File: src/rtl/dtack_pkg.sv
// rtl/dtack_pkg.sv - shared types and helpers for the DTACK/BERR generator
package dtack_pkg;

  typedef enum logic [2:0] {
    IDLE,
    WAIT,
    ACK,
    BERR,
    RECOVER
  } dtack_state_e;

  // Channel index meaning "no chip select"; truncated to the index width at use.
  localparam logic [3:0] NO_SEL = 4'hF;

  function automatic int clog2_min1(input int n);
    return (n <= 2) ? 1 : $clog2(n);
  endfunction

endpackage

File: src/rtl/dtack_prio_enc.sv
// rtl/dtack_prio_enc.sv - active-low chip-select priority encoder, bit 0 wins
module dtack_prio_enc
  import dtack_pkg::*;
#(
  parameter int N_CH  = 4,
  parameter int IDX_W = clog2_min1(N_CH)
) (
  input  logic [N_CH-1:0]  req_n,
  output logic [IDX_W-1:0] idx,
  output logic             valid
);

  always_comb begin
    idx   = IDX_W'(NO_SEL);
    valid = 1'b0;
    // Walk from the top so the lowest asserted index is the last one written.
    for (int i = N_CH - 1; i >= 0; i--) begin
      if (!req_n[i]) begin
        idx   = IDX_W'(i);
        valid = 1'b1;
      end
    end
  end

endmodule

File: src/rtl/dtack_gen.sv
// rtl/dtack_gen.sv - 68000 /DTACK and /BERR generator with per-channel wait states
module dtack_gen
  import dtack_pkg::*;
#(
  parameter int N_CH    = 4,
  parameter int WS_W    = 4,
  parameter int TIMEOUT = 64
) (
  input  logic                 clk,
  input  logic                 reset,
  input  logic                 as_n,
  input  logic [N_CH-1:0]      cs_n,
  input  logic [N_CH*WS_W-1:0] ws_cfg,
  input  logic [N_CH-1:0]      ext_en,
  input  logic [N_CH-1:0]      ext_dtack_n,
  output logic                 dtack_n,
  output logic                 berr_n,
  output logic                 busy
);

  localparam int IDX_W = clog2_min1(N_CH);
  localparam int TO_W  = clog2_min1(TIMEOUT + 1);
  localparam logic [TO_W-1:0] TO_TERM = TO_W'((TIMEOUT > 0) ? TIMEOUT - 1 : 0);
  localparam logic [WS_W-1:0] WS_MAX  = '1;

  dtack_state_e     state_q, state_d;
  logic [IDX_W-1:0] sel_q, sel_d;
  logic             sel_valid_q, sel_valid_d;
  logic [WS_W-1:0]  ws_q, ws_d;
  logic             ext_q, ext_d;
  logic [WS_W-1:0]  wcnt_q, wcnt_d;
  logic [TO_W-1:0]  tcnt_q, tcnt_d;
  logic             dtack_q, dtack_d;
  logic             berr_q, berr_d;
  logic             busy_q, busy_d;

  logic [IDX_W-1:0] enc_idx;
  logic             enc_valid;
  logic [WS_W-1:0]  ws_new;
  logic             ext_en_new;
  logic             ext_sel_n;
  logic             ack;
  logic             to_hit;

  dtack_prio_enc #(
    .N_CH  (N_CH),
    .IDX_W (IDX_W)
  ) u_prio_enc (
    .req_n (cs_n),
    .idx   (enc_idx),
    .valid (enc_valid)
  );

  // Config for the channel being selected now, and the ack line of the latched one.
  always_comb begin
    ws_new     = '0;
    ext_en_new = 1'b0;
    ext_sel_n  = 1'b1;
    for (int i = 0; i < N_CH; i++) begin
      if (enc_idx == IDX_W'(i)) begin
        ws_new     = ws_cfg[i*WS_W +: WS_W];
        ext_en_new = ext_en[i];
      end
      if (sel_q == IDX_W'(i)) begin
        ext_sel_n = ext_dtack_n[i];
      end
    end
  end

  assign ack    = sel_valid_q && (ext_q ? !ext_sel_n : (wcnt_q == ws_q));
  assign to_hit = (TIMEOUT != 0) && (tcnt_q == TO_TERM);

  always_comb begin
    state_d     = state_q;
    sel_d       = sel_q;
    sel_valid_d = sel_valid_q;
    ws_d        = ws_q;
    ext_d       = ext_q;
    wcnt_d      = wcnt_q;
    tcnt_d      = tcnt_q;
    dtack_d     = dtack_q;
    berr_d      = berr_q;
    busy_d      = busy_q;
    case (state_q)
      IDLE: begin
        if (!as_n) begin
          state_d     = WAIT;
          sel_d       = enc_idx;
          sel_valid_d = enc_valid;
          ws_d        = enc_valid ? ws_new : '0;
          ext_d       = enc_valid && ext_en_new;
          wcnt_d      = '0;
          tcnt_d      = '0;
          busy_d      = 1'b1;
        end
      end
      WAIT: begin
        wcnt_d = (wcnt_q == WS_MAX) ? wcnt_q : wcnt_q + 1'b1;
        tcnt_d = (tcnt_q == TO_TERM) ? tcnt_q : tcnt_q + 1'b1;
        // Abort beats ack, ack beats timeout.
        if (as_n) begin
          state_d = IDLE;
          busy_d  = 1'b0;
        end else if (ack) begin
          state_d = ACK;
          dtack_d = 1'b0;
        end else if (to_hit) begin
          state_d = BERR;
          berr_d  = 1'b0;
        end
      end
      ACK, BERR: begin
        if (as_n) begin
          state_d = RECOVER;
          dtack_d = 1'b1;
          berr_d  = 1'b1;
        end
      end
      RECOVER: begin
        state_d = IDLE;
        busy_d  = 1'b0;
      end
      default: begin
        state_d = IDLE;
      end
    endcase
  end

  always_ff @(posedge clk or negedge reset) begin
    if (!reset) begin
      state_q     <= IDLE;
      sel_q       <= IDX_W'(NO_SEL);
      sel_valid_q <= 1'b0;
      ws_q        <= '0;
      ext_q       <= 1'b0;
      wcnt_q      <= '0;
      tcnt_q      <= '0;
      dtack_q     <= 1'b1;
      berr_q      <= 1'b1;
      busy_q      <= 1'b0;
    end else begin
      state_q     <= state_d;
      sel_q       <= sel_d;
      sel_valid_q <= sel_valid_d;
      ws_q        <= ws_d;
      ext_q       <= ext_d;
      wcnt_q      <= wcnt_d;
      tcnt_q      <= tcnt_d;
      dtack_q     <= dtack_d;
      berr_q      <= berr_d;
      busy_q      <= busy_d;
    end
  end

  assign dtack_n = dtack_q;
  assign berr_n  = berr_q;
  assign busy    = busy_q;

endmodule

File: config.mk
export PLATFORM = sky130hd
export DESIGN_NAME = dtack_gen
export DESIGN_NICKNAME = d
export VERILOG_FILES = /design/src/rtl/dtack_pkg.sv /design/src/rtl/dtack_prio_enc.sv /design/src/rtl/dtack_gen.sv
export SDC_FILE = /design/constraint.sdc
export NUM_CORES = 1
export LEC_CHECK = 0
export CAP_MARGIN = 40
export CORE_MARGIN = 1.5
export CORE_UTILIZATION = 49
export CTS_BUF_LIST = sky130_fd_sc_hd__clkbuf_8
export CTS_CLUSTER_SIZE = 30
export DETAILED_ROUTE_END_ITERATION = 16
export GPL_ROUTABILITY_DRIVEN = 0
export MAX_ROUTING_LAYER = met4
export PLACE_DENSITY = 0.79
export SYNTH_ARGS = -nofsm -noshare
export SYNTH_HDL_FRONTEND = slang
export SYNTH_SLANG_ARGS = --single-unit
export TNS_END_PERCENT = 5
File: constraint.sdc
create_clock -name clk -period 2.2 [get_ports clk]
set_input_delay 0.22 -clock clk [delete_from_list [all_inputs] [get_ports clk]]
set_output_delay 0.22 -clock clk [all_outputs]
set_load 0.02 [all_outputs]
==> results of run 1 <==
worst reg2reg max path: stages (launching register included):
cell	delay (ns)
sky130_fd_sc_hd__dfrtp_1	0.40
sky130_fd_sc_hd__ha_1	0.18
sky130_fd_sc_hd__nand3_1	0.21
sky130_fd_sc_hd__o31ai_2	0.64
sky130_fd_sc_hd__or4_1	0.20
sky130_fd_sc_hd__a21oi_1	0.06
final cells by class:
type / instances / area [sq um] / area share [%]
clock buffers: 3 / 41.29 / 2.262
clock inverters: 1 / 3.754 / 0.2056
multi-input cells: 107 / 732.0 / 40.10
repair buffers: 35 / 345.3 / 18.92
flip-flops and latches: 25 / 630.6 / 34.54
well taps: 31 / 38.79 / 2.125
inverters: 9 / 33.78 / 1.851
sequential cells by signal (all words and copies together), names as in the netlist:
signal	cells
wcnt_q	4
berr_n	1
busy	1
sel_q	2
dtack_n	1
ws_q	4
tcnt_q	7
state_q	3
sel_valid_q	1
ext_q	1
cells in the final DEF, fill, tap and decap left out, types with 2 or more instances in the layout:
cell	netlist	final
sky130_fd_sc_hd__o31ai_1	5	5
sky130_fd_sc_hd__o211ai_1	8	8
sky130_fd_sc_hd__o221ai_1	5	5
sky130_fd_sc_hd__xnor2_1	5	5
sky130_fd_sc_hd__or4_1	2	2
sky130_fd_sc_hd__dfstp_2	4	4
sky130_fd_sc_hd__a21oi_1	5	5
sky130_fd_sc_hd__dfrtp_1	21	21
sky130_fd_sc_hd__nand3_1	6	6
sky130_fd_sc_hd__buf_4	0	2
sky130_fd_sc_hd__nor3_1	5	5
sky130_fd_sc_hd__a31oi_1	6	6
sky130_fd_sc_hd__o21ai_0	5	5
sky130_fd_sc_hd__clkdlybuf4s50_1	0	33
sky130_fd_sc_hd__nand2_1	13	13
sky130_fd_sc_hd__nand2b_1	6	6
sky130_fd_sc_hd__inv_1	9	10
sky130_fd_sc_hd__nor2_1	10	10
sky130_fd_sc_hd__ha_1	2	2
sky130_fd_sc_hd__a22o_1	3	3
sky130_fd_sc_hd__clkbuf_8	0	3
metrics by stage:
| stage | hold slack [ns] | cell area (sq um) | total power (uW) | setup WS (ns) |
|---|---|---|---|---|
| after CTS | 0.3098 | 1826 | 1661 | 0.3949 |
| after global routing | 0.3345 | 1826 | 1763 | 0.1916 |
| after floorplan | -0.07559 | 1443 | 1184 | 0.6621 |
| after detailed placement | 0.4615 | 1780 | 1391 | 0.3622 |
| final | 0.2958 | 1826 | 1645 | 0.3735 |
| after global placement | 0.4586 | 1780 | 1354 | 0.3978 |
logic make-up after synthesis:
kind of cell    synth area share, %
buf+inv                       5.550
fa+ha+maj                     1.734
xor+xnor                      3.035
mux                           3.035
flops                         43.71
compound gates                23.16
simple gates                  19.78
how the worst min path moves through the flow:
stage / depth (start not counted) / slack, ns / from / end
after floorplan: 0 / -0.08 / reset / busy
after global placement: 2 / 0.46 / sel_q[1] / sel_q[1]
after detailed placement: 2 / 0.46 / sel_q[1] / sel_q[1]
after CTS: 2 / 0.31 / reset / state_q[2]
after global routing: 2 / 0.33 / reset / state_q[2]
final: 2 / 0.30 / reset / state_q[1]
power groups by stage:
stage	combinational, uW	sequential, uW	clock, uW
after floorplan	429	754	0
after global placement	580	773	0
after detailed placement	608	783	0
after CTS	612	776	272
after global routing	681	797	284
final	604	777	264
per-layer routing:
metal | global-route usage (%) | part of all wire, % | vias to the layer above
met4 | 7.973 | 2.1 | 0
met2 | 37.93 | 51 | 39
li1 | - | - | 616
met1 | 21.18 | 42 | 581
met3 | 2.268 | 4.6 | 6
met5 | - | 0 | -
==> results.md, run 1 <==
- Die Span Y: 57.26 um
- Util after Layout: 65.63%
- Area of the core region: 0.002781 sq mm
- Net switching power of the design: 575.7 uW
- Total die area: ~0.0033 sq mm
- Reg-to-reg endpoint: tcnt_q[5]
- Number of clock sinks seen by CTS: 25
- Post-Layout Cell Count: 211
- Number of endpoints failing setup at the final stage: 0
- Register-to-Register Path Depth: 5
- Tcrit/Tclk final: 83.02%
- Count of endpoints failing hold in the final timing report: 0
- Flip-flop and latch count after synthesis: 25
- Instance count after placement with tap cells included: 207
- Warning count from the yosys run: 0
- Total GRT Usage: between 20% and 30%
- DR pass1 iterations: 5
- LEAKAGE: 0.0007426 uW
- Proportion of synthesized chip area in sequential cells: 43.71%
- Port Buffer Count: 33
- Total negative slack: 0 ns
- Proportion of synthesized flip-flops having asynchronous set or reset: 100.0%
- Critical Path End: tcnt_q[5]
- Post-CTS repair timing setup buffer count: 0
- Global-route congestion overflow total: 0
- Antenna violations before repair: 0
- Wire per inst: approximately 14 um
- Yosys top cell by area: sky130_fd_sc_hd__dfrtp_1
- Total wire length: 2933 um
- R2r setup slk: around 0.37 ns
- Achievable clock frequency: roughly 0.55 GHz
- Number of clock buffers inserted by TritonCTS: 3
- HPWL reported at the end of detailed placement: 2296 um
- H-tree depth: 1
- Number of maximum-capacitance constraint violations: 0
- Filler cells: around 240
- Clock-pin slew on the worst setup and hold paths: 0.08 ns
- Slew margin rel.: 56.28%
- Chip width: 57.26 um
- Internal portion of total power: 1069 uW
- Part of the power in registers: 47.2%
- Detail Route Antenna Nets: 0
- Number of DRC markers in iteration 0: 39
- Site row count: 19
- Sum of buffers and inverters on the critical path: 0
- Share of the synthesized area in the top cell type: between 30% and 40%
- Top-level I/O count: 34
- CP startpoint: tcnt_q[0]
- Library cells used by synthesis: 42
- Top delay family on crit path: compound AO/OA/AOI/OAI gates
- Biggest cell delay along the critical path: 0.64 ns
- Crit path depth: 5
- CTS tree: built
- Buffer levels on the longest clock path: 2
- Maximum number of pins on one net before global-route repair: 26
- Final critical-path required period: 1.826 ns
- Via count of the first global-routing pass: about 1200
- Net count of the finished layout: 214
- Nature of the critical path endpoint: register
- Worst-skew pair later-pin latency: about 0.27 ns
- Count of pins over their slew limit: 0
- Number of inserted diodes: 0
- Arrival time at the worst endpoint: 1.96 ns
- Most numerous cell types in the synthesized netlist: 21 x sky130_fd_sc_hd__dfrtp_1, 13 x sky130_fd_sc_hd__nand2_1, 10 x sky130_fd_sc_hd__nor2_1
- Worst setup path category: reg2reg
- First-pass GRT wire length: 5023 um
- Routed via count divided by cell count: 5.886
- Worst voltage drop across the vdd grid: 0.0005809 V
- Largest driver fanout on the critical path: 10
- Count of vias placed by the detailed router: 1242
- Number of buffers inserted by hold repair at cts: 0
- Synthesized cell area: between 0.001 and 0.0015 sq mm
- Primary FF master, synth: sky130_fd_sc_hd__dfrtp_1
- Switching fraction of total power: 35.00%
- EDFF count, synth: 0
- Worst Clk Skew: 0.002173 ns
- Cell count after synthesis: 150
- Area growth from synthesis to layout: 26.54%
- Most instantiated library cell after synthesis: sky130_fd_sc_hd__dfrtp_1
- Mean Syn Cell Area: 9.618 sq um
- Fraction of power consumed by the clock network: about 16%
- Worst-path cell chain: ha_1, nand3_1, o31ai_2, or4_1, a21oi_1
- Main area contributors after synthesis: sky130_fd_sc_hd__dfrtp_1 36%, sky130_fd_sc_hd__dfstp_2 7.3%, sky130_fd_sc_hd__o211ai_1 4.2%
- Fraction of layout cells with a size suffix above 1: 10.00%
- Slew at the pin closest to its max-slew limit: 0.6518 ns
- Path type of the worst min-delay path: in2async
- Net count after synthesis: around 180
- Effective utilization at floorplan: 51.87%
- RSZ-0062 raised after global routing: false
- Status: finished clean
- CTS resizes: 0
- Highest-delay cell along the critical path: sky130_fd_sc_hd__o31ai_2
- Critical Path RT: 2.34 ns
- Root buf cell: sky130_fd_sc_hd__clkbuf_8
- DRC viols: 0
- FF-to-FF Start: tcnt_q[0]
- Combinational cell fraction of total power: between 30% and 40%
- Ratio of total power to cell area: 900.9 mW/mm^2
- Worst setup SP type: register
No activity file was read; power rests on OpenSTA's default activity.
==> run 2: changes to the inputs <==
- clock period: 2.2 -> 1.8 ns (I/O delays scaled with it)
==> run 2 against run 1 <==
  * Power is 26% higher
  * Flip-flop and latch count did not move
  * Combinational power is 29% higher
  * Critical endpoint is now tcnt_q[2]
  * Largest power group unchanged
==> results.md, run 2 (same netlist as run 1, synthesis figures left out) <==
- Status: finished clean
- RSZ-0062 raised after global routing: false
- Ratio of total power to cell area: 1117 mW/mm^2 (+24%)
- Total wire length: 3157 um (+7.6%)
- Site row count: 19 (unchanged)
- First-pass GRT wire length: 5244 um (+4.4%)
- DRC viols: 0 (unchanged)
- Antenna violations before repair: 0 (unchanged)
- Die Span Y: 57.26 um (unchanged)
- Number of endpoints failing setup at the final stage: 0 (unchanged)
- Port Buffer Count: 33 (unchanged)
- Global-route congestion overflow total: 0 (unchanged)
- Via count of the first global-routing pass: 1202 (+1.1%)
- Slew at the pin closest to its max-slew limit: 0.4114 ns (-0.2404 ns)
- Critical Path RT: 1.96 ns (-0.38 ns)
- Final critical-path required period: 1.693 ns (-0.1339 ns)
- Fraction of layout cells with a size suffix above 1: 12.02% (+2.0 points)
- Area of all sequential standard cells: 630.6 sq um (unchanged)
- Total negative slack: 0 ns (unchanged)
- Worst voltage drop across the vdd grid: 0.0007700 V (+33%)
- Most frequent standard cell in the layout excluding fill and tap cells: sky130_fd_sc_hd__clkdlybuf4s50_1
- CTS resizes: 0 (unchanged)
- Achievable clock frequency: 0.5908 GHz (+7.9%)
- Post-CTS repair timing setup buffer count: 0 (unchanged)
- Total GRT Usage: 21.19% (+1.1 points)
- Number of clock sinks seen by CTS: 25 (unchanged)
- Slew margin rel.: 72.48% (+16 points)
- Chip width: 57.26 um (unchanged)
- Area growth from synthesis to layout: 28.36%
- Number of inserted diodes: 0 (unchanged)
- Count of vias placed by the detailed router: 1266 (+1.9%)
- Effective utilization at floorplan: 51.87% (unchanged)
- Path type of the worst min-delay path: in2async
- H-tree depth: 1 (unchanged)
- Maximum number of pins on one net before global-route repair: 26 (unchanged)
- Wire per inst: 14.75 um (+6.1%)
- Total die area: 0.003279 sq mm (unchanged)
- Largest register FFs: 7 (unchanged)
- Worst setup SP type: register
- Number of buffers inserted by hold repair at cts: 0 (unchanged)
- Multi-input gate area: 732.0 sq um (unchanged)
- Area of the core region: 0.002781 sq mm (unchanged)
- DR pass1 iterations: 4 (-1)
- Number of DRC markers in iteration 0: 34 (-13%)
- Count of pins over their slew limit: 0 (unchanged)
- Tightest hold margin: 0.2493 ns (-0.04650 ns)
- Root buf cell: sky130_fd_sc_hd__clkbuf_8
- Worst-skew pair later-pin latency: 0.28 ns (about the same)
- Filler cells: 229 (-6.1%)
- Highest-count cells in the layout ignoring fill and taps: 33 x sky130_fd_sc_hd__clkdlybuf4s50_1, 21 x sky130_fd_sc_hd__dfrtp_1, 13 x sky130_fd_sc_hd__nand2_1
- Largest registers in the final layout: tcnt_q x7, wcnt_q x4, ws_q x4
- Top-level I/O count: 34 (unchanged)
- Buffer levels on the longest clock path: 2 (unchanged)
- Worst setup path category: reg2reg
- Number of maximum-capacitance constraint violations: 0 (unchanged)
- Tcrit/Tclk final: 94.04% (+11 points)
- Largest driver fanout on the critical path: 10 (unchanged)
- Count of endpoints failing hold in the final timing report: 0 (unchanged)
- Routed via count divided by cell count: 5.916 (+0.50%)
- Clock-pin slew on the worst setup and hold paths: 0.09 ns (about the same)
- Nature of the critical path endpoint: register
- Register containing the most flip-flops in the final layout: tcnt_q
- Arrival time at the worst endpoint: 1.85 ns (-0.11 ns)
- Net count of the finished layout: 217 (+1.4%)
- Util after Layout: 66.58% (+0.94 points)
- Number of clock buffers inserted by TritonCTS: 3 (unchanged)
- LEAKAGE: 0.0007518 uW (+1.2%)
- HPWL reported at the end of detailed placement: 2406 um (+4.8%)
- CTS tree: built
- Worst Clk Skew: 0.004863 ns (+0.002690 ns)
- Detail Route Antenna Nets: 0 (unchanged)
==> run 2: per-stage QoR <==
| stage | setup slack, ns | area [sq um] | power, uW | instances |
|---|---|---|---|---|
| after floorplan | 0.2621 | 1443 | 1447 | 150 |
| after global placement | 0.1430 | 1803 | 1673 | 210 |
| after detailed placement | 0.1086 | 1803 | 1731 | 210 |
| after CTS | 0.1111 | 1852 | 2082 | 214 |
| after global routing | 0.02181 | 1852 | 2216 | 214 |
| final | 0.1074 | 1852 | 2069 | 214 |
==> run 2: cell type report <==
cell class | instances | share of cell area (%)
tap | 31 | 2.095
timing repair buffer | 38 | 19.86
clock inverter | 1 | 0.4054
clock buffer | 3 | 2.230
sequential | 25 | 34.05
inverter | 9 | 1.824
multi-input combinational | 107 | 39.53
==> run 2: power by group <==
part	internal, uW	switching (uW)	leakage, uW	total [uW]
clock	157	193	0.0000217	350
combinational	414	367	0.000423	781
sequential	758	179	0.000307	938
==> run 2: worst paths after layout <==
kind	startpoint	to	slack, ns	cells after the start
min in group clk	ws_cfg[3]	ws_q[3]	0.46	3
worst min-delay path	reset	tcnt_q[5]	0.25	2
worst max register to register	state_q[2]	tcnt_q[2]	0.11	3
max in group asynchronous	reset	sel_q[0]	1.26	2
worst max-delay path	state_q[2]	tcnt_q[2]	0.11	3
worst min register to register	sel_q[1]	sel_q[1]	0.47	2
==> run 2: critical path: stages (launching register included) <==
cell	delay (ns)
sky130_fd_sc_hd__dfrtp_1	0.51
sky130_fd_sc_hd__or4_1	0.76
sky130_fd_sc_hd__o211ai_1	0.19
sky130_fd_sc_hd__o31ai_1	0.11
==> run 2: layer usage <==
| layer | GRT usage, % | vias up | routed length [um] |
|---|---|---|---|
| met2 | 37.60 | 47 | 1651 |
| met5 | - | - | 0 |
| met1 | 23.72 | 591 | 1318 |
| met4 | 9.635 | 0 | 36 |
| met3 | 2.494 | 4 | 150 |
| li1 | - | 624 | - |
==> run 3: changes to the inputs <==
- PLACE_DENSITY: 0.79 -> 0.8
- SYNTH_HIERARCHICAL: unset -> 1
==> run 3 against run 2 <==
  * Critical path depth is 1 higher
  * Clock power is 5% lower
  * Global-route usage decreased by 0.75 points
  * First-iteration DRC count shrank 18%
  * Flip-flop and latch count stayed put
  * Utilization is 5.0 points higher
  * Setup slack gained 0.052 ns
  * Clock skew rose by 0.0038 ns
  * Power is 0.15% lower
  * Clock-buffer cell count unchanged
  * Cell count down 3.3%
  * Largest cell class unchanged
  * Largest power group unchanged
  * Highest routed layer unchanged
==> results.md, run 3 <==
- Status: finished clean
- Fraction of layout cells with a size suffix above 1: 15.82% (+3.8 points)
- Slew margin rel.: 64.55% (-7.9 points)
- Top-level I/O count: 34 (unchanged)
- Area of the core region: 0.002545 sq mm (-8.5%)
- Clock-pin slew on the worst setup and hold paths: 0.09 ns (about the same)
- Most numerous cell types in the synthesized netlist: 26 x sky130_fd_sc_hd__nand2_1, 21 x sky130_fd_sc_hd__dfrtp_1, 13 x sky130_fd_sc_hd__nand3_1
- Switching fraction of total power: 35.56% (-0.20 points)
- Highest-count cells in the layout ignoring fill and taps: 33 x sky130_fd_sc_hd__clkdlybuf4s50_1, 26 x sky130_fd_sc_hd__nand2_1, 21 x sky130_fd_sc_hd__dfrtp_1
- Site row count: 18 (-1)
- Flip-flop and latch count after synthesis: 25 (unchanged)
- Final critical-path required period: 1.641 ns (-0.05201 ns)
- Total negative slack: 0 ns (unchanged)
- Worst voltage drop across the vdd grid: 0.0008599 V (+12%)
- Global-route congestion overflow total: 0 (unchanged)
- Critical Path RT: 1.96 ns (about the same)
- Met2 demand-to-capacity share in global routing: 36.73% (-0.87 points)
- Via count of the first global-routing pass: 1239 (+3.1%)
- Effective utilization at floorplan: 53.29% (+1.4 points)
- FF-to-FF Start: state_q[1]
- Nature of the critical path endpoint: register
- CTS tree: built
- Warning count from the yosys run: 6 (+6)
- Chip width: 55.61 um (-2.9%)
- Cell count after synthesis: 136 (-9.3%)
- Total die area: 0.003092 sq mm (-5.7%)
- Net count of the finished layout: 211 (-2.8%)
- Routing usage on met1: 22.57% (-1.2 points)
- Main area contributors after synthesis: sky130_fd_sc_hd__dfrtp_1 39%, sky130_fd_sc_hd__mux4_2 10%, sky130_fd_sc_hd__dfstp_2 7.7%
- EDFF count, synth: 0 (unchanged)
- Worst-skew pair later-pin latency: 0.27 ns (about the same)
- Die Span Y: 55.61 um (-2.9%)
- Arrival time at the worst endpoint: 1.80 ns (-0.05 ns)
- Buffer levels on the longest clock path: 2 (unchanged)
- Instance count after placement with tap cells included: 203 (-3.3%)
- Yosys top cell by area: sky130_fd_sc_hd__dfrtp_1
- H-tree depth: 1 (unchanged)
- Slew at the pin closest to its max-slew limit: 0.5318 ns (+0.1204 ns)
- Number of clock buffers inserted by TritonCTS: 3 (unchanged)
- Total design power: 2066 uW (-0.15%)
- Proportion of synthesized flip-flops having asynchronous set or reset: 100.0% (unchanged)
- Root buf cell: sky130_fd_sc_hd__clkbuf_8
- Combinational cell fraction of total power: 39.2% (+1.5 points)
- Net switching power of the design: 734.5 uW (-0.71%)
- Total wire length: 2828 um (-10%)
- Post-CTS repair timing setup buffer count: 0 (unchanged)
- Highest-delay cell along the critical path: sky130_fd_sc_hd__or3_1
- Achievable clock frequency: 0.6095 GHz (+3.2%)
- Part of the power in registers: 44.6% (-0.7 points)
- Crit path depth: 4 (+1)
- RSZ-0062 raised after global routing: false
- Top delay family on crit path: simple AND/OR/NAND/NOR gates
- Number of DRC markers in iteration 0: 28 (-18%)
- First-pass GRT wire length: 4912 um (-6.3%)
- DRC viols: 0 (unchanged)
- Worst setup path category: reg2reg
- Antenna violations before repair: 0 (unchanged)
- Largest register FFs: 7 (unchanged)
- HPWL reported at the end of detailed placement: 2233 um (-7.2%)
- Worst-path cell chain: or2_1, or3_1, o211ai_1, o31ai_1
- Number of maximum-capacitance constraint violations: 0 (unchanged)
- Busiest layer in global routing: met2
- Total GRT Usage: 20.44% (-0.75 points)
- Post-Layout Cell Count: 207 (-3.3%)
- Fraction of power consumed by the clock network: 16.2% (-0.7 points)
- DR pass1 iterations: 4 (unchanged)
- Wire per inst: 13.66 um (-7.4%)
- Biggest cell delay along the critical path: 0.57 ns (-0.19 ns)
- Count of endpoints failing hold in the final timing report: 0 (unchanged)
- Largest registers in the final layout: tcnt_q x7, wcnt_q x4, ws_q x4
- Most frequent standard cell in the layout excluding fill and tap cells: sky130_fd_sc_hd__clkdlybuf4s50_1
- Count of pins over their slew limit: 0 (unchanged)
- Sum of buffers and inverters on the critical path: 0 (unchanged)
- Share of the synthesized area in the top cell type: 38.75% (+2.3 points)
- Maximum number of pins on one net before global-route repair: 26 (unchanged)
- Register-to-Register Path Depth: 4 (+1)
- Count of vias placed by the detailed router: 1185 (-6.4%)
- Net count after synthesis: 169 (-7.7%)
- Proportion of synthesized chip area in sequential cells: 46.49% (+2.8 points)
- Largest driver fanout on the critical path: 15 (+5)
- Synthesized cell area: 0.001356 sq mm (-6.0%)
- Primary FF master, synth: sky130_fd_sc_hd__dfrtp_1
- Internal portion of total power: 1331 uW (+0.16%)
- Library cells used by synthesis: 35 (-17%)
- Detail Route Antenna Nets: 0 (unchanged)
- Number of inserted diodes: 0 (unchanged)
- Number of endpoints failing setup at the final stage: 0 (unchanged)
- Most instantiated library cell after synthesis: sky130_fd_sc_hd__nand2_1
- Ratio of total power to cell area: 1135 mW/mm^2 (+1.6%)
- Mean Syn Cell Area: 9.973 sq um (+3.7%)
- Tcrit/Tclk final: 91.15% (-2.9 points)
- Port Buffer Count: 33 (unchanged)
- Worst setup SP type: register
- Met3 track utilization from global routing: 2.558% (+0.064 points)
- Register containing the most flip-flops in the final layout: tcnt_q
- Worst Clk Skew: 0.008704 ns (+0.003842 ns)
- LEAKAGE: 0.0007953 uW (+5.8%)
- Number of clock sinks seen by CTS: 25 (unchanged)
- Path type of the worst min-delay path: in2async
- Area growth from synthesis to layout: 34.23%
- CP startpoint: state_q[1]
- Routed via count divided by cell count: 5.725 (-3.2%)
[run 3: cell count changes after synthesis, sizes merged, moves of 5 or more]
cell / delta
o221ai: -5
o211ai: -5
mux4: +5
nand2b: -5
nand2: +13
nand3: +8
[run 3: stage by stage]
stage | utilization (%) | setup slack, ns | cell area [sq um] | hold WS (ns)
3_5_place_dp | 69.52 | 0.01667 | 1769 | 0.4707
3_3_place_gp | 69.52 | 0.06029 | 1769 | 0.4552
6_report | 71.53 | 0.1594 | 1821 | 0.2629
2_1_floorplan | - | 0.2334 | 1356 | -0.1156
4_1_cts | 71.34 | 0.1501 | 1815 | 0.2648
5_1_grt | 71.53 | 0.04928 | 1821 | 0.3034
[run 3: metal layers]
layer	wire, um	share of wire (%)	vias to the layer above
met2	1504	53	43
met4	34	1.2	0
met3	157	5.6	5
met1	1132	40	570
li1	-	-	567
met5	0	0	-
[run 3: cell families (layout without fill, tap and decap cells)]
family	after synthesis	in the layout	synth area share, %
xor gates and xnor gates	6	6	3.875
and+or+nand+nor	59	59	21.03
buffers and inverters	11	52	3.321
adders and majority gates	2	2	1.845
AOI/OAI and AO/OA	26	26	12.73
DFF	25	25	46.49
muxes	7	7	10.70
[run 3: path summary, 6_finish.rpt]
check	endpoint	slack [ns]
setup / recovery	tcnt_q[2]	0.16
hold / removal	tcnt_q[4]	0.26
setup reg to reg	tcnt_q[2]	0.16
hold reg to reg	sel_q[1]	0.48
max in group asynchronous	dtack_n	1.25
min in group clk	sel_q[1]	0.48
[run 3: area by class of cell]
| type | instances | area (sq um) |
|---|---|---|
| fill | 188 | 724.4 |
| multi-input combinational | 100 | 685.7 |
| sequential | 25 | 630.6 |
| timing repair buffer | 42 | 397.9 |
| clock buffer | 3 | 41.29 |
| tap | 30 | 37.54 |
| inverter | 6 | 22.52 |
| clock inverter | 1 | 5.005 |
[run 3: repair_timing]
action / CTS / global route
resized for setup: 0 / 1
hold buffers: 0 / 0
setup endpoints to repair: 0 / 1
[run 3: power by group through the flow]
| stage | combinational [uW] | sequential [uW] | clock, uW |
|---|---|---|---|
| after floorplan | 506 | 930 | 0 |
| after global placement | 772 | 920 | 0 |
| after detailed placement | 816 | 933 | 0 |
| after CTS | 818 | 923 | 345 |
| after global routing | 900 | 951 | 358 |
| final | 809 | 922 | 334 |
